[config.mk]
export PLATFORM = sky130hd
export DESIGN_NAME = key_dir_pulser
export DESIGN_NICKNAME = d
export VERILOG_FILES = /design/src/rtl/key_dir_pulser.sv
export SDC_FILE = /design/constraint.sdc
export NUM_CORES = 1
export LEC_CHECK = 0
export ABC_AREA = 1
export CAP_MARGIN = 40
export CORE_MARGIN = 10
export CORE_UTILIZATION = 55
export DETAILED_ROUTE_END_ITERATION = 12
export PLACE_DENSITY = 0.73
export SLEW_MARGIN = 20
export SYNTH_ARGS = -nofsm -noshare
export SYNTH_HDL_FRONTEND = slang
export SYNTH_SLANG_ARGS = --single-unit
[constraint.sdc]
create_clock -name clk -period 5.8 [get_ports clk]
set_clock_uncertainty 0.15 [all_clocks]
set_input_delay 0.58 -clock clk [delete_from_list [all_inputs] [get_ports clk]]
set_output_delay 0.58 -clock clk [all_outputs]
set_load 0.05 [all_outputs]
[src/rtl/key_dir_pulser.sv]
// Debounced, priority-resolved, optionally auto-repeating direction strobes
// derived from four raw keyboard levels.
module key_dir_pulser #(
  parameter int DEBOUNCE_CYCLES = 500000,
  parameter int REPEAT_EN       = 1,
  parameter int REPEAT_DELAY    = 25000000,
  parameter int REPEAT_PERIOD   = 5000000
) (
  input  logic       clk,
  input  logic       resetN,
  input  logic       key_up,
  input  logic       key_down,
  input  logic       key_right,
  input  logic       key_left,
  output logic       up,
  output logic       down,
  output logic       right,
  output logic       left,
  output logic       dir_valid,
  output logic [1:0] dir_code
);

  localparam int MAX_AB  = (DEBOUNCE_CYCLES > REPEAT_DELAY) ? DEBOUNCE_CYCLES : REPEAT_DELAY;
  localparam int MAX_CYC = (MAX_AB > REPEAT_PERIOD) ? MAX_AB : REPEAT_PERIOD;
  localparam int CNT_W   = (MAX_CYC > 1) ? $clog2(MAX_CYC) : 1;

  localparam logic [CNT_W-1:0] CNT_ZERO = {CNT_W{1'b0}};
  localparam logic [CNT_W-1:0] CNT_ONE  = CNT_W'(1);
  localparam logic [CNT_W-1:0] CNT_MAX  = {CNT_W{1'b1}};
  localparam logic [CNT_W-1:0] DEB_LAST = CNT_W'(DEBOUNCE_CYCLES - 1);
  localparam logic [CNT_W-1:0] DLY_LAST = CNT_W'(REPEAT_DELAY - 1);
  localparam logic [CNT_W-1:0] PER_LAST = CNT_W'(REPEAT_PERIOD - 1);
  localparam logic             REP_ON   = (REPEAT_EN != 0) ? 1'b1 : 1'b0;

  localparam logic [1:0] DIR_RIGHT = 2'd0;
  localparam logic [1:0] DIR_LEFT  = 2'd1;
  localparam logic [1:0] DIR_UP    = 2'd2;
  localparam logic [1:0] DIR_DOWN  = 2'd3;

  typedef enum logic [2:0] {
    ST_IDLE     = 3'd0,
    ST_DEBOUNCE = 3'd1,
    ST_HOLD     = 3'd2,
    ST_REPEAT   = 3'd3,
    ST_RELEASE  = 3'd4
  } state_t;

  // Pulse vector order is {right, left, up, down}.
  function automatic logic [3:0] dir_onehot(input logic [1:0] code);
    logic [3:0] vec;
    case (code)
      DIR_RIGHT: vec = 4'b1000;
      DIR_LEFT:  vec = 4'b0100;
      DIR_UP:    vec = 4'b0010;
      DIR_DOWN:  vec = 4'b0001;
      default:   vec = 4'b0000;
    endcase
    return vec;
  endfunction

  logic [3:0]       raw_s;
  logic [3:0]       sync1_r;
  logic [3:0]       sync2_r;
  logic             cand_valid_s;
  logic [1:0]       cand_code_s;
  logic             same_s;
  state_t           state_r;
  state_t           state_nx_s;
  logic [CNT_W-1:0] cnt_r;
  logic [CNT_W-1:0] cnt_nx_s;
  logic [1:0]       dir_r;
  logic [1:0]       dir_nx_s;
  logic             fire_s;
  logic [3:0]       pulse_nx_s;
  logic             valid_nx_s;
  logic [3:0]       pulse_r;
  logic             valid_r;

  assign raw_s = {key_right, key_left, key_up, key_down};

  // Two-flop synchronizer for the asynchronous key levels.
  always_ff @(posedge clk or negedge resetN) begin
    if (!resetN) begin
      sync1_r <= 4'b0000;
      sync2_r <= 4'b0000;
    end else begin
      sync1_r <= raw_s;
      sync2_r <= sync1_r;
    end
  end

  // Fixed priority right > left > up > down, matching the consumer decode.
  always_comb begin
    cand_valid_s = 1'b1;
    cand_code_s  = DIR_RIGHT;
    if (sync2_r[3]) begin
      cand_code_s = DIR_RIGHT;
    end else if (sync2_r[2]) begin
      cand_code_s = DIR_LEFT;
    end else if (sync2_r[1]) begin
      cand_code_s = DIR_UP;
    end else if (sync2_r[0]) begin
      cand_code_s = DIR_DOWN;
    end else begin
      cand_valid_s = 1'b0;
      cand_code_s  = DIR_RIGHT;
    end
  end

  assign same_s = cand_valid_s && (cand_code_s == dir_r);

  // State, counter and latched direction registers.
  always_ff @(posedge clk or negedge resetN) begin
    if (!resetN) begin
      state_r <= ST_IDLE;
      cnt_r   <= CNT_ZERO;
      dir_r   <= DIR_RIGHT;
    end else begin
      state_r <= state_nx_s;
      cnt_r   <= cnt_nx_s;
      dir_r   <= dir_nx_s;
    end
  end

  // Next-state logic; the counter restarts on every state entry.
  always_comb begin
    state_nx_s = state_r;
    cnt_nx_s   = cnt_r;
    dir_nx_s   = dir_r;
    case (state_r)
      ST_IDLE: begin
        cnt_nx_s = CNT_ZERO;
        if (cand_valid_s) begin
          state_nx_s = ST_DEBOUNCE;
          dir_nx_s   = cand_code_s;
        end else begin
          state_nx_s = ST_IDLE;
        end
      end
      ST_DEBOUNCE: begin
        if (!same_s) begin
          state_nx_s = ST_IDLE;
          cnt_nx_s   = CNT_ZERO;
        end else if (cnt_r == DEB_LAST) begin
          state_nx_s = ST_HOLD;
          cnt_nx_s   = CNT_ZERO;
        end else begin
          cnt_nx_s = cnt_r + CNT_ONE;
        end
      end
      ST_HOLD: begin
        if (!same_s) begin
          state_nx_s = ST_RELEASE;
          cnt_nx_s   = CNT_ZERO;
        end else if (REP_ON && (cnt_r == DLY_LAST)) begin
          state_nx_s = ST_REPEAT;
          cnt_nx_s   = CNT_ZERO;
        end else if (cnt_r != CNT_MAX) begin
          cnt_nx_s = cnt_r + CNT_ONE;
        end else begin
          cnt_nx_s = cnt_r;
        end
      end
      ST_REPEAT: begin
        if (!same_s) begin
          state_nx_s = ST_RELEASE;
          cnt_nx_s   = CNT_ZERO;
        end else if (cnt_r == PER_LAST) begin
          cnt_nx_s = CNT_ZERO;
        end else begin
          cnt_nx_s = cnt_r + CNT_ONE;
        end
      end
      ST_RELEASE: begin
        // Any key activity restarts the release debounce.
        if (cand_valid_s) begin
          cnt_nx_s = CNT_ZERO;
        end else if (cnt_r == DEB_LAST) begin
          state_nx_s = ST_IDLE;
          cnt_nx_s   = CNT_ZERO;
        end else begin
          cnt_nx_s = cnt_r + CNT_ONE;
        end
      end
      default: begin
        state_nx_s = ST_IDLE;
        cnt_nx_s   = CNT_ZERO;
      end
    endcase
  end

  // Output decode: a pulse is requested on each terminal-count cycle.
  always_comb begin
    fire_s = 1'b0;
    case (state_r)
      ST_DEBOUNCE: fire_s = same_s && (cnt_r == DEB_LAST);
      ST_HOLD:     fire_s = same_s && REP_ON && (cnt_r == DLY_LAST);
      ST_REPEAT:   fire_s = same_s && (cnt_r == PER_LAST);
      default:     fire_s = 1'b0;
    endcase
    if (fire_s) begin
      pulse_nx_s = dir_onehot(dir_r);
    end else begin
      pulse_nx_s = 4'b0000;
    end
    valid_nx_s = (state_nx_s == ST_HOLD) || (state_nx_s == ST_REPEAT);
  end

  // Registered pulse and valid outputs.
  always_ff @(posedge clk or negedge resetN) begin
    if (!resetN) begin
      pulse_r <= 4'b0000;
      valid_r <= 1'b0;
    end else begin
      pulse_r <= pulse_nx_s;
      valid_r <= valid_nx_s;
    end
  end

  assign right     = pulse_r[3];
  assign left      = pulse_r[2];
  assign up        = pulse_r[1];
  assign down      = pulse_r[0];
  assign dir_valid = valid_r;
  assign dir_code  = dir_r;

endmodule
==> reports/qor.yml <==
vias_per_cell: 5.811
regArea_um2: 1076
synth_edf_count: 0
clock_latency_ns: 0.30
synth_cell_types: 36
clockRootBuffer: "clkbuf_8"
finalMaxSlewViolations: 0
crit_path_max_fanout: 19
period_needed_ns: 2.341
dieHeight_um: 94.66
vias: 3138
grt_max_degree: 24
postCtsHoldBufs: 0
row_count: 27
post-route-util_pct: 61.09
syn_avg_cell_area_um2: 6.782
antenna_cells: 0
h-tree-depth: 2
drt_drc_violations_left: 0
end_kind: "flop"
async_flop_share_pct: 100.0
ys_ff_latch: 43
ys.flop_type: "dfrtp_1"
crit_path_start_kind: "flop"
final.setup.worst_slack_ns: 3.459
overflow: 0
antenna_found_initial: 0
ios: 13
fillers: 553
power_density_nw_per_um2: 216.0
fin_crit_sh_pct: 40.36
final_antenna_net_count: 0
port_buffers: 12
cts-buffers-inserted: 5
worst_pin_slew_ns: 0.6646
ys_seq_area_share_pct: 35.10
routabilityCongestion: 1.127
maxCapViolCount: 0
status: "finished, final reports clean"
arrival_ns: 2.36
netlist_area_um2: 3065
track_usage_pct: 20.90
fin_nets: 474
multiInputGateArea_um2: 1723
drtIter0Drc: 280
crit_type: "flop to flop"
netlist_instances: 452
grt_pass1_vias: 3049
die_w_um: 94.66
dieArea_um2: 8960
drive_above_1_share_pct: 13.03
power_leakage_nw: 1.534
min_path_type: "primary input to asynchronous set/reset pin"
fp.coreArea_um2: 5473
cts_tree: "done"
wire_per_inst_um: 16.75
setup_viol: 0
hpwl_um: 7101
fin_tns_setup_ns: 0
synth.net_count: 459
path_clk_slew_ns: 0.08
rsz0062_at_grt: "no"
drtPass1Iterations: 4
slew_headroom_pct: 55.53
ctsLongestPathBuffers: 2
routed_wirelength_um: 9044
area_growth_pct: 9.061
dp_slack_ns: 3.438
finalPower_mw: 0.7220
required_ns: 5.82
start_util_pct: 56.01
post_cts_buffers: 0
cts_resized: 0
fmax_mhz: 427.2
cts.sinks: 43
yosysWarningCount: 0
hold_viol: 0
ir_drop_v: 0.0001831
grt_pass1_wl_um: 14880
==> power by group <==
part	internal, mW	switching (mW)	total (mW)
registers	0.317	0.0227	0.340
clock network	0.0842	0.106	0.191
logic	0.0493	0.142	0.191
==> layout by cell type, fill, tap and decap left out, types with 2 or more instances in the layout <==
cell type and n:
and3_1 2, clkbuf_8 5, clkdlybuf4s50_1 11, clkinv_2 2, dfrtp_1 43, inv_1 48, inv_2 11, nand2_1 103
nand2_2 9, nand2_4 2, nand3_1 49, nand3_2 4, nand4_1 28, nor2_1 75, nor2_2 12, nor2_4 8
nor3_1 14, nor4_1 2, o211ai_1 3, o21ai_0 13, xor2_1 6
==> path summary, 6_finish.rpt <==
kind | startpoint | endpoint | slack (ns) | depth (start not counted)
worst max-delay path | sync2_r[1] | cnt_r[22] | 3.46 | 12
worst min-delay path | resetN | cnt_r[12] | 0.09 | 1
worst max register to register | sync2_r[1] | cnt_r[22] | 3.46 | 12
worst min register to register | sync1_r[2] | sync2_r[2] | 0.21 | 0
max in group asynchronous | resetN | state_r[0] | 4.92 | 2
min in group clk | sync1_r[2] | sync2_r[2] | 0.21 | 0
==> state kept, by name (all words and copies together), names as in the netlist <==
signal	flops
cnt_r	25
sync1_r	4
pulse_r	4
state_r	3
sync2_r	4
dir_code	2
dir_valid	1
==> Yosys cell counts, types with 3 or more instances <==
| cell type | n | area [um2] |
|---|---|---|
| nand2_2 | 9 | 56.30 |
| inv_1 | 48 | 180.2 |
| nand4_1 | 28 | 175.2 |
| xor2_1 | 6 | 52.55 |
| o211ai_1 | 3 | 22.52 |
| nor2_2 | 12 | 75.07 |
| dfrtp_1 | 43 | 1076 |
| nand3_1 | 49 | 245.2 |
| nor2_1 | 75 | 281.5 |
| nor3_1 | 14 | 70.07 |
| nor2_4 | 8 | 90.09 |
| nand2_1 | 103 | 386.6 |
| nand3_2 | 4 | 40.04 |
| inv_2 | 11 | 41.29 |
| o21ai_0 | 13 | 65.06 |
==> cell type report <==
class                           instances  share of cell area [%]
Timing Repair Buffer                   13                   4.266
Multi-Input combinational cell        344                   51.53
Clock inverter                          2                  0.3743
Tap cell                               72                   2.695
Inverter                               60                   6.774
Clock buffer                            6                   2.171
Sequential cell                        43                   32.19
==> worst max-delay path, cell delays in order (launching register included) <==
cell and delay (ns):
dfrtp_1 0.37, inv_1 0.06, nand2_1 0.06, nand2_1 0.08
nand2_1 0.07, nand2_1 0.06, nand2_1 0.09, nand2_1 0.20
clkinv_2 0.27, nand3_1 0.20, nand2_1 0.10, nor2_4 0.33
o21ai_0 0.16
==> layer usage <==
metal  up-vias  GRT usage, %  part of all wire, %  wire length (um)
met5         -             0                    0                 0
met4         0         11.10                  3.5               319
met3        33         3.965                  6.6               595
met2       141         33.01                   46              4135
met1      1463         26.51                   44              3995
li1       1501             -                    -                 -
==> logic make-up (layout without fill, tap and decap cells) <==
kind of cell | Yosys count | in the layout | synth area share (%)
AND/OR/NAND/NOR | 313 | 313 | 49.27
buffers and inverters | 65 | 81 | 8.694
flip-flops | 43 | 43 | 35.10
AO/OA/AOI/OAI | 23 | 23 | 4.531
XOR/XNOR | 7 | 7 | 2.000
adder cells (fa/ha/maj) | 1 | 1 | 0.4081
==> stage by stage <==
| step | area (um2) | hold slack (ns) | std cells |
|---|---|---|---|
| 2_1_floorplan | 3065 | 0.1344 | 452 |
| 3_3_place_gp | 3231 | 0.1890 | 531 |
| 3_5_place_dp | 3258 | 0.1920 | 532 |
| 4_1_cts | 3343 | 0.1061 | 540 |
| 5_1_grt | 3343 | 0.1225 | 540 |
| 6_report | 3343 | 0.09081 | 540 |
No activity file was read; power rests on OpenSTA's default activity.
